File: src/rtl/param_call_stack.sv
// ---------------------------------------------------------------------------
// param_call_stack
//
// Purpose:
//   A hardware call stack for return addresses. CALL pushes an address,
//   RET pops one, and asserting both together replaces the top entry for a
//   tail call. The top entry is always visible on top_data, so the address
//   being returned to can be read in the same cycle that pop is asserted.
//   Refused operations leave the contents alone and set a sticky flag.
//
// Parameters:
//   DATA_W  width of each stored return address
//   DEPTH   number of entries (2..256, need not be a power of two)
//   SP_W    width of the occupancy count, derived as $clog2(DEPTH+1)
//
// Ports:
//   clk         rising-edge clock for all state
//   reset       synchronous, active-high; overrides every other input
//   push        push request (CALL)
//   pop         pop request (RET); push+pop together replaces the top entry
//   clear       synchronous flush of occupancy and flags; overrides push/pop
//   push_data   return address to store
//   top_data    current top entry, 0 while empty (combinational)
//   sp          number of valid entries
//   empty       sp == 0 (combinational)
//   full        sp == DEPTH (combinational)
//   overflow    sticky: a push was refused because the stack was full
//   underflow   sticky: a pop (or push+pop) was refused because it was empty
//   high_water  peak sp since reset/clear
//
// Build option:
//   STACK_HIGHWATER_EN  when defined, high_water tracks peak occupancy;
//                       otherwise the port is tied to 0 with no register.
// ---------------------------------------------------------------------------
module param_call_stack #(
    parameter  int DATA_W = 8,
    parameter  int DEPTH  = 16,
    localparam int SP_W   = $clog2(DEPTH + 1)
) (
    input  logic              clk,
    input  logic              reset,
    input  logic              push,
    input  logic              pop,
    input  logic              clear,
    input  logic [DATA_W-1:0] push_data,
    output logic [DATA_W-1:0] top_data,
    output logic [SP_W-1:0]   sp,
    output logic              empty,
    output logic              full,
    output logic              overflow,
    output logic              underflow,
    output logic [SP_W-1:0]   high_water
);

    // Entry index width; DEPTH >= 2 keeps this at least 1 bit.
    localparam int IDX_W = $clog2(DEPTH);

    logic [DATA_W-1:0] entry [DEPTH];
    logic [SP_W-1:0]   sp_next;
    logic [IDX_W-1:0]  top_idx;
    logic [IDX_W-1:0]  wr_idx;
    logic              wr_en;
    logic              overflow_set;
    logic              underflow_set;

    assign empty = (sp == '0);
    assign full  = (sp == SP_W'(DEPTH));

    // sp-1 wraps when empty, but top_idx is only used while !empty.
    assign top_idx  = IDX_W'(sp - 1'b1);
    assign top_data = empty ? '0 : entry[top_idx];

    // Next-state decode for occupancy, array write and flag setting.
    always_comb begin
        // NOTE: every output gets a default first so no path leaves one
        // unassigned, which would otherwise infer a latch.
        sp_next       = sp;
        wr_en         = 1'b0;
        wr_idx        = IDX_W'(sp);
        overflow_set  = 1'b0;
        underflow_set = 1'b0;

        if (clear) begin
            sp_next = '0;
        end else begin
            case ({push, pop})
                2'b10: begin
                    if (!full) begin
                        wr_en   = 1'b1;
                        sp_next = sp + 1'b1;
                    end else begin
                        overflow_set = 1'b1;
                    end
                end
                2'b01: begin
                    if (!empty) sp_next = sp - 1'b1;
                    else        underflow_set = 1'b1;
                end
                2'b11: begin
                    // Tail call: overwrite the top in place; legal even when
                    // full because occupancy does not grow.
                    if (!empty) begin
                        wr_en  = 1'b1;
                        wr_idx = top_idx;
                    end else begin
                        underflow_set = 1'b1;
                    end
                end
                default: ;
            endcase
        end
    end

    // Occupancy and sticky flags.
    always_ff @(posedge clk) begin
        // NOTE: state registers are updated with non-blocking assignments so
        // every flop samples the pre-edge values of its peers.
        if (reset) begin
            sp        <= '0;
            overflow  <= 1'b0;
            underflow <= 1'b0;
        end else begin
            sp <= sp_next;
            if (clear) begin
                overflow  <= 1'b0;
                underflow <= 1'b0;
            end else begin
                if (overflow_set)  overflow  <= 1'b1;
                if (underflow_set) underflow <= 1'b1;
            end
        end
    end

    // NOTE: the entry array has no reset; stale contents are never visible
    // because top_data is forced to 0 while empty, and a reset-free array
    // maps onto plain storage without a per-bit reset tree.
    always_ff @(posedge clk) begin
        if (!reset && wr_en) entry[wr_idx] <= push_data;
    end

`ifdef STACK_HIGHWATER_EN
    // Peak occupancy: follows sp_next so the mark rises in the same cycle
    // that sp does.
    logic [SP_W-1:0] high_water_q;

    always_ff @(posedge clk) begin
        if (reset || clear) begin
            high_water_q <= '0;
        end else if (sp_next > high_water_q) begin
            high_water_q <= sp_next;
        end
    end

    assign high_water = high_water_q;
`else
    assign high_water = '0;
`endif

endmodule

File: config.mk
export PLATFORM = sky130hd
export DESIGN_NAME = param_call_stack
export DESIGN_NICKNAME = d
export VERILOG_FILES = /design/src/rtl/param_call_stack.sv
export SDC_FILE = /design/constraint.sdc
export NUM_CORES = 1
export LEC_CHECK = 0
export ABC_AREA = 1
export BUFFER_PORTS_ARGS = -buffer_cell sky130_fd_sc_hd__buf_2
export CAP_MARGIN = 20
export CELL_PAD_IN_SITES_DETAIL_PLACEMENT = 0
export CELL_PAD_IN_SITES_GLOBAL_PLACEMENT = 2
export CORE_MARGIN = 2
export CORE_UTILIZATION = 28
export DETAILED_ROUTE_END_ITERATION = 10
export PLACE_DENSITY_LB_ADDON = 0.1
export SLEW_MARGIN = 20
export SYNTH_ARGS = -nofsm -noshare
export SYNTH_HDL_FRONTEND = slang
export SYNTH_SLANG_ARGS = --single-unit
File: constraint.sdc
create_clock -name clk -period 4.3 [get_ports clk]
set_input_delay 0.645 -clock clk [delete_from_list [all_inputs] [get_ports clk]]
set_output_delay 0.645 -clock clk [all_outputs]
set_load 0.01 [all_outputs]
== Yosys cells after proc, flatten, opt, wreduce, memory -nomap -nowiden ==
Memories as Yosys holds them, arrays and structs flattened.
Index checks and enable logic that the tools add are counted.
Cells by class
  muxes and demuxes: 19
  equality and inequality tests: 6
  add/sub/neg operators: 2
  reductions and logical operators: 7
Operator list (count)
  $mux W4: 3
  $mux W1: 11
  $mux W5: 2
  $pmux W5 S2: 1
  $mux W8: 1
  $add A5 B1 Y5 const B: 1
  $eq A5 B5 Y1 const B: 1
  $logic_not A5 Y1: 1
  $sub A5 B1 Y5 const B: 1
  $eq A2 B2 Y1 const B: 2
  $ne A2 B2 Y1 const B: 2
  $reduce_or A2 Y1: 2
  $reduce_and A3 Y1: 1
  $eq A2 B1 Y1 const B: 1
  $pmux W1 S2: 1
  $reduce_bool A2 Y1: 1
  $logic_and A1 B1 Y1: 1
  $logic_not A1 Y1: 1
Word-level totals
  memories kept: 1
  memory bits (writable): 128
  register bits: 7
Memory list
  entry: words 16, width 8, rd ports 1, clocked after Yosys merged registers in 0, write ports 1, RTL line 58  | logic [DATA_W-1:0] entry [DEPTH];

== Logic depth before layout (Yosys ltp) ==
Gate-level depths: netlist of run 1.
  word-level depth: 7
  depth in mapped cells: 14
  gate-level depth less buffers: 10

== Worst setup path after synthesis of run 1 ==
OpenSTA, ideal clock, no wires.
  kind: register to register
  from: register sp[0]
  to: memory entry[2][0], enable pin
  period minus slack after synthesis: 2681 ps
  data required time: 3930 ps
  path slack: 1619 ps
  path buffers: 5
  library setup time: 370 ps
  cell stages (with the launch flop): 13
  arrival time: 2311 ps
  cell sequence: dfxtp_1 buf_2 inv_2 buf_6 buf_2 ha_1 buf_4 inv_1 buf_2 nand3_1 nand2_1 nand3_2 nor2_1
Between the ends
  cells in the longest elaborated chain, start to end: 7
  elaborated cells between the ends (all ways): 13
  classes of those cells: 1 x add/sub; 1 x eq/ne; 9 x mux; 2 x reduce/logical
RTL lines
  from (decl): RTL line 47  | output logic [SP_W-1:0] sp,
  from (signal assigned): RTL line 123  | sp <= sp_next;
  $eq A5 B5 Y1 or $logic_not A5 Y1 (tied branches): RTL line 67, 66
  $mux W1 (on tied branches): RTL line 88, 102
  $pmux W1 S2: RTL line 86  | case ({push, pop})
  $mux W1: RTL line 83  | if (clear) begin
  $logic_and A1 B1 Y1: RTL line 138  | if (!reset && wr_en) entry[wr_idx] <= push_data;
  $mux W1: RTL line 138
  $mux W1 (implied by the code): RTL line 138
  to (decl): RTL line 58
Several ways; a longest one is shown, not always the timed one.

== Final worst setup path of run 1 ==
  from: register sp[0]
  to: output port top_data[1]
Between the ends
  cells in the longest elaborated chain, start to end: 3
  elaborated cells between the ends (all ways): 4
  classes of those cells: 1 x add/sub; 1 x mux; 1 x reduce/logical; 1 x memory
RTL lines
  $sub A5 B1 Y5
  $mem_v2 Z16 W8
  $mux W8 *: RTL line 71  | assign top_data = empty ? '0 : entry[top_idx];
  to (decl): RTL line 46  | output logic [DATA_W-1:0] top_data,
Mark *: on every way between the ends. The rest lies on a longest branch, timed or not.

==> reports/qor.yml, run 1 <==
clock_tree:
  hold_buffers: 0
  cts.repair.resized: 0
  clkTransAtPathRegs_ns: 0.06
  cts-root-buf: "clkbuf_16"
  cts_setup_buffers: 0
  cts_buffers: 17
  cts_tree: "built"
  insertion_delay_ns: 0.41
  clock-sinks: 135
  cts_max_path_buffers: 2
  htreeDepth: 4
critical_path:
  arrival_ns: 3.08
  crit_chain: "inv_2, ha_1, inv_1, buf_4, nand2_1, a21oi_1, nor2_1, nor2_1, nor2_1, buf_2"
  crit_fanout: 31
  r2r_cells: 8
  worstSetupPathType: "reg2out"
  path_common_cell: "nor2_1"
  cp-start-kind: "register"
  rrSetupSlack_ns: 1.06
  end_kind: "primary output"
  worstPathRequired_ns: 3.65
  slowest_delay_ns: 0.55
  crit_path_top_delay_cell: "inv_1"
global_route:
  grt_pass1_wl_mm: 24.6
  grt_max_degree: 73
  grt_pass1_vias: 3910
  grt_overflow: 0
  grt_usage: 0.151
  antenna_found_initial: 0
detailed_routing:
  initialDrtViolationCount: 285
  drtPass1Iterations: 4
  detail_route.wl_per_cell_um: 18.7
  drt-total-wl_mm: 16.2
  num_vias: 4001
  drc_errors: 0
  postRouteAntennaNets: 0
  vias_per_cell: 4.63
logic_synthesis:
  synth_cells: 549
  syn-cell-area_um2: 5920
  ys_seq_area_frac: 0.673
  synth_warnings: 0
  synth_area_per_cell_um2: 10.8
  synth-seq-cells: 135
  yosysUniqueCellTypes: 27
sta:
  finalSetupViolCount: 0
  finalMaxSlewViolations: 0
  rsz0062_at_grt: "no"
  setup_total_negative_slack_ns: 0
  finalHoldViolations: 0
  max_freq_mhz: 268
  period_share: 0.867
  worst_pin_slew_ns: 1.03
  postLayoutSetupSlackWorst_ns: 0.572
  timing.slew.headroom: 0.310
  min_period_ns: 3.73
  skew_ns: 0.0100
power_and_ir_drop:
  power.share.combinational: 0.075
  pwr_density_cell_nw_per_um2: 458
  pwr-share-seq: 0.459
  switching_share: 0.227
  p_clk_frac: 0.466
  leakage_nw: 2.53
  power.total_mw: 3.15
  internal_power_mw: 2.44
  p_switching_mw: 0.715
  ir_worst_vdd_mv: 0.259
placement:
  pre_cts_slack_ns: 0.906
  place_area_um2: 6280
  gp_congestion: 0.743
  numPortBuffers: 29
  dp_hpwl_mm: 10.3
hold_path:
  worstHoldPathCells: 2
  hp-class: "reg2reg"
floorplan:
  rows: 53
  die_y_um: 149
  num_io_pins: 35
  core_um2: 20900
  initial_core_util: 0.283
  chipWidth_um: 149
  die_area_um2: 22300
finish:
  final_area_um2: 6880
  area_growth_pct: 16.3
  insertedDiodeCount: 0
  final_common_cell: "edfxtp_1"
  nNetsFinal: 593
  fin_util: 0.330
  layout_common_cells: "128 x edfxtp_1, 110 x nand2_1, 107 x nor2_1"
  nFillCells: 2134
  drive_gt1_frac: 0.149
status:
  status: "finished, final reports clean"
flow_run:
  drv_cap: 0
stage by stage:
stage	hold WS, ns	std cells
detailed placement	0.477	833
finish	0.481	865
CTS	0.492	865
global placement	0.458	833
floorplan	0.505	553
global route	0.517	865
worst paths after layout:
path	startpoint	to
worst max-delay path	sp[0]	top_data[1]
worst min-delay path	underflow	underflow
worst max register to register	sp[0]	entry[8][1]
worst min register to register	underflow	underflow
layout make-up:
cell class | count | area, µm² | area share
Sequential cell | 135 | 3990 | 0.579
Multi-Input combinational cell | 370 | 1690 | 0.246
Clock buffer | 25 | 505 | 0.0734
Tap cell | 275 | 344 | 0.0500
Timing Repair Buffer | 36 | 198 | 0.0287
Clock inverter | 7 | 93.8 | 0.0136
Inverter | 17 | 63.8 | 0.00927
cells in the mapped netlist:
cell type,instances,area (µm²)
nor2_2,1,6.26
nand2_1,110,413
dfxtp_1,7,140
nand4_1,1,6.26
o21ai_0,31,155
buf_2,16,80.1
clkbuf_1,4,15.0
inv_1,11,41.3
nor2_1,107,402
o211ai_1,1,7.51
xnor2_4,1,27.5
o21bai_1,1,7.51
buf_6,4,45.0
buf_4,7,52.6
conb_1,1,3.75
a21oi_1,9,45.0
nand2_2,4,25.0
nand3_1,78,390
nor2_4,2,22.5
ha_1,3,37.5
nand3_2,5,50.1
a31oi_1,1,6.26
inv_2,6,22.5
nand2_4,2,22.5
o21ai_1,7,35.0
edfxtp_1,128,3840
a21oi_4,1,16.3
state kept, by name, summed over array words and instances (netlist names):
name,flops
entry,128
sp,5
overflow,1
underflow,1
power groups by stage:
stage	combinational (mW)	sequential [mW]	clock (mW)
2_1_floorplan	0.153	1.47	0
3_3_place_gp	0.242	1.47	0
3_5_place_dp	0.241	1.47	0
4_1_cts	0.242	1.45	1.50
5_1_grt	0.267	1.45	1.55
6_report	0.235	1.45	1.47
per-layer routing:
| metal | global-route usage | up-vias | wire length, µm |
|---|---|---|---|
| li1 | - | 1939 | - |
| met1 | 0.211 | 1985 | 8010 |
| met2 | 0.242 | 66 | 7540 |
| met3 | 0.0330 | 11 | 463 |
| met4 | 0.0329 | 0 | 146 |
| met5 | 0 | - | 0 |
worst max-delay path: cells and delay by family (launching register included):
family / cells / cell delay, ns
adder cells (fa/ha/maj): 1 / 0.35
AND/OR/NAND/NOR: 4 / 0.39
flip-flops: 1 / 0.32
buffers and inverters: 4 / 1.48
AO/OA/AOI/OAI: 1 / 0.13
cells by family (layout without fill, tap and decap cells):
group | count (synthesis) | after routing | share of synthesized area
fa+ha+maj | 3 | 3 | 0.00634
compound gates | 51 | 51 | 0.0461
other cells | 1 | 5 | 0.000634
simple gates | 310 | 310 | 0.226
xor+xnor | 1 | 1 | 0.00465
buf+inv | 48 | 85 | 0.0433
flops | 135 | 135 | 0.673
Note: power is estimated with default switching activity, not from simulation.
==> inputs of run 2 (changes only) <==
--- a/config.mk
+++ b/config.mk
@@ -5,13 +5,13 @@
 export SDC_FILE = /design/constraint.sdc
 export NUM_CORES = 1
 export LEC_CHECK = 0
-export ABC_AREA = 1
 export BUFFER_PORTS_ARGS = -buffer_cell sky130_fd_sc_hd__buf_2
 export CAP_MARGIN = 20
 export CELL_PAD_IN_SITES_DETAIL_PLACEMENT = 0
 export CELL_PAD_IN_SITES_GLOBAL_PLACEMENT = 2
 export CORE_MARGIN = 2
 export CORE_UTILIZATION = 28
+export CTS_CLUSTER_DIAMETER = 150
 export DETAILED_ROUTE_END_ITERATION = 10
 export PLACE_DENSITY_LB_ADDON = 0.1
 export SLEW_MARGIN = 20
==> run 2 against run 1 <==
  * Synthesized cell count decreased by 39%
  * Sequential share of layout area decreased by 1.2 points
  * Sequential cell count unchanged
  * Cell count decreased by 22%
  * Die area decreased by 0.31%
  * Clock-buffer cell count decreased by 7
  * Synthesized area decreased by 0.32%
  * Power increased by 0.21%
  * Clock skew decreased by 0.0030 ns
==> reports/qor.yml, run 2 <==
global_route:
  grt_max_degree: 35
  grt_pass1_vias: 3275
  grt_pass1_wl_mm: 21.3
  grt_usage: 0.134
  grt_overflow: 0
  antenna_found_initial: 0
logic_synthesis:
  synth_area_per_cell_um2: 17.7
  synth-main-ff-cell: "edfxtp_1"
  yosysUniqueCellTypes: 53
  synth_warnings: 0
  yosysMostFrequentCell: "edfxtp_1"
  syn-cell-area_um2: 5900
  async_flop_share: 0
  synth_top_cells_by_count: "128 x edfxtp_1, 24 x mux4_2, 16 x a211oi_1"
  synthTopCellsByArea: "edfxtp_1 65%, mux4_2 9.2%, dfxtp_1 2.4%, mux2_2 2.3%, a211oi_1 2.0%"
  synth_edf_count: 128
  ys_seq_area_frac: 0.675
  synth_top_area_cell: "edfxtp_1"
  synth_cells: 333
  yosysTopAreaCellShare: 0.651
  synth-seq-cells: 135
sta:
  finalMaxSlewViolations: 0
  period_share: 0.882
  skew_ns: 0.00707
  postLayoutSetupSlackWorst_ns: 0.508
  min_period_ns: 3.79
  max_freq_mhz: 264
  finalHoldViolations: 0
  rsz0062_at_grt: "no"
  timing.slew.headroom: 0.496
  worst_pin_slew_ns: 0.752
  finalSetupViolCount: 0
  setup_total_negative_slack_ns: 0
clock_tree:
  cts_max_path_buffers: 2
  insertion_delay_ns: 0.41
  cts_buffers: 17
  clkTransAtPathRegs_ns: 0.06
  clock-sinks: 135
  cts-root-buf: "clkbuf_16"
  cts_setup_buffers: 0
  cts_tree: "built"
  hold_buffers: 0
  cts.repair.resized: 0
  htreeDepth: 4
critical_path:
  cp-start-kind: "register"
  crit_chain: "inv_1, ha_1, xor2_4, mux2_2, o22ai_1, o41ai_2, buf_2"
  crit_fanout: 21
  cp.depth: 7
  worstSetupPathType: "reg2out"
  timing.rr.start: "sp[1]"
  r2r_cells: 6
  critPathBufInv: 2
  rrSetupSlack_ns: 1.44
  path_delay_family: "XOR/XNOR gates"
  arrival_ns: 3.15
  crit_path_top_delay_cell: "xor2_4"
  r2r_end: "entry[15][0]"
  slowest_delay_ns: 0.63
  end_kind: "primary output"
  worstPathRequired_ns: 3.65
floorplan:
  core_um2: 20800
  initial_core_util: 0.283
  die_area_um2: 22300
  num_io_pins: 35
  rows: 53
  die_y_um: 149
  chipWidth_um: 149
placement:
  numPortBuffers: 29
  gp_congestion: 0.711
  dp_hpwl_mm: 9.33
  pre_cts_slack_ns: 0.918
  place_area_um2: 6430
hold_path:
  holdCritStartpoint: "underflow"
  hold_end: "underflow"
  hp-class: "reg2reg"
  worstHoldPathCells: 2
detailed_routing:
  initialDrtViolationCount: 242
  detail_route.wl_per_cell_um: 20.7
  vias_per_cell: 4.68
  postRouteAntennaNets: 0
  drtPass1Iterations: 4
  drt-total-wl_mm: 14.0
  num_vias: 3156
  drc_errors: 0
finish:
  layout_common_cells: "128 x edfxtp_1, 29 x buf_2, 24 x mux4_2"
  nFillCells: 2027
  regMostFlops: "entry"
  area_growth_pct: 19.1
  final_common_cell: "edfxtp_1"
  final_area_um2: 7030
  nNetsFinal: 403
  reg_top3: "entry: 128 flops, sp: 5 flops"
  drive_gt1_frac: 0.343
  insertedDiodeCount: 0
  largest_reg_flops: 128
power_and_ir_drop:
  pwr_density_cell_nw_per_um2: 449
  ir_worst_vdd_mv: 0.263
  leakage_nw: 2.34
flow_run:
  drv_cap: 0
status:
  status: "finished, final reports clean"
run 2: changes by cell type after synthesis, moves of 16 or more:
| cell | change |
|---|---|
| nor2_1 | -101 |
| mux4_2 | +24 |
| a211oi_1 | +16 |
| nand3_1 | -74 |
| nand2_1 | -95 |
| o21ai_0 | -29 |
run 2: cell type report:
cell class / instances / area, µm² / share of cell area
Inverter: 5 / 18.8 / 0.00267
Clock buffer: 18 / 429 / 0.0610
Multi-Input combinational cell: 177 / 1770 / 0.252
Timing Repair Buffer: 51 / 310 / 0.0441
Clock inverter: 14 / 174 / 0.0247
Sequential cell: 135 / 3990 / 0.567
Tap cell: 275 / 344 / 0.0489
run 2: how the worst max path moves through the flow:
stage               start     endpoint  slack, ns
floorplan           sp[0]  entry[0][0]       1.12
global placement    sp[0]  top_data[3]       0.93
global route        sp[1]  top_data[2]       0.32
finish              sp[0]  top_data[3]       0.51
detailed placement  sp[1]  top_data[2]       0.92
CTS                 sp[1]  top_data[2]       0.46
run 2: tightest hold or removal path, stage by stage (launching register included):
cell and delay (ns):
dfxtp_1 0.32, a21oi_1 0.04, nor2_1 0.07
run 2: kinds of logic after synthesis:
| logic type | Yosys count | share of synthesized area |
|---|---|---|
| compound gates | 55 | 0.0751 |
| xor+xnor | 7 | 0.0199 |
| fa+ha+maj | 3 | 0.00636 |
| buf+inv | 25 | 0.0276 |
| flops | 135 | 0.675 |
| mux | 45 | 0.130 |
| other cells | 1 | 0.000636 |
| simple gates | 62 | 0.0653 |
run 2: where the power goes:
part,internal [mW],switching (mW),total (mW)
combinational,0.0962,0.147,0.244
sequential,1.44,0.00345,1.45
clock,0.917,0.552,1.47
total,2.46,0.702,3.16
run 2: routing by layer:
metal / global-route usage / part of all wire / vias up
met5: 0 / 0 / -
met4: 0.0395 / 0.0095 / 0
met1: 0.192 / 0.50 / 1651
met3: 0.0229 / 0.021 / 9
li1: - / - / 1463
met2: 0.208 / 0.47 / 33
run 2: through the flow:
| step | std cells | power, mW | hold slack, ns | utilization |
|---|---|---|---|---|
| floorplan | 337 | 1.64 | 0.505 | - |
| global placement | 643 | 1.72 | 0.451 | 0.309 |
| detailed placement | 643 | 1.72 | 0.456 | 0.309 |
| CTS | 675 | 3.21 | 0.481 | 0.338 |
| finish | 675 | 3.16 | 0.470 | 0.338 |
| global route | 675 | 3.28 | 0.505 | 0.338 |
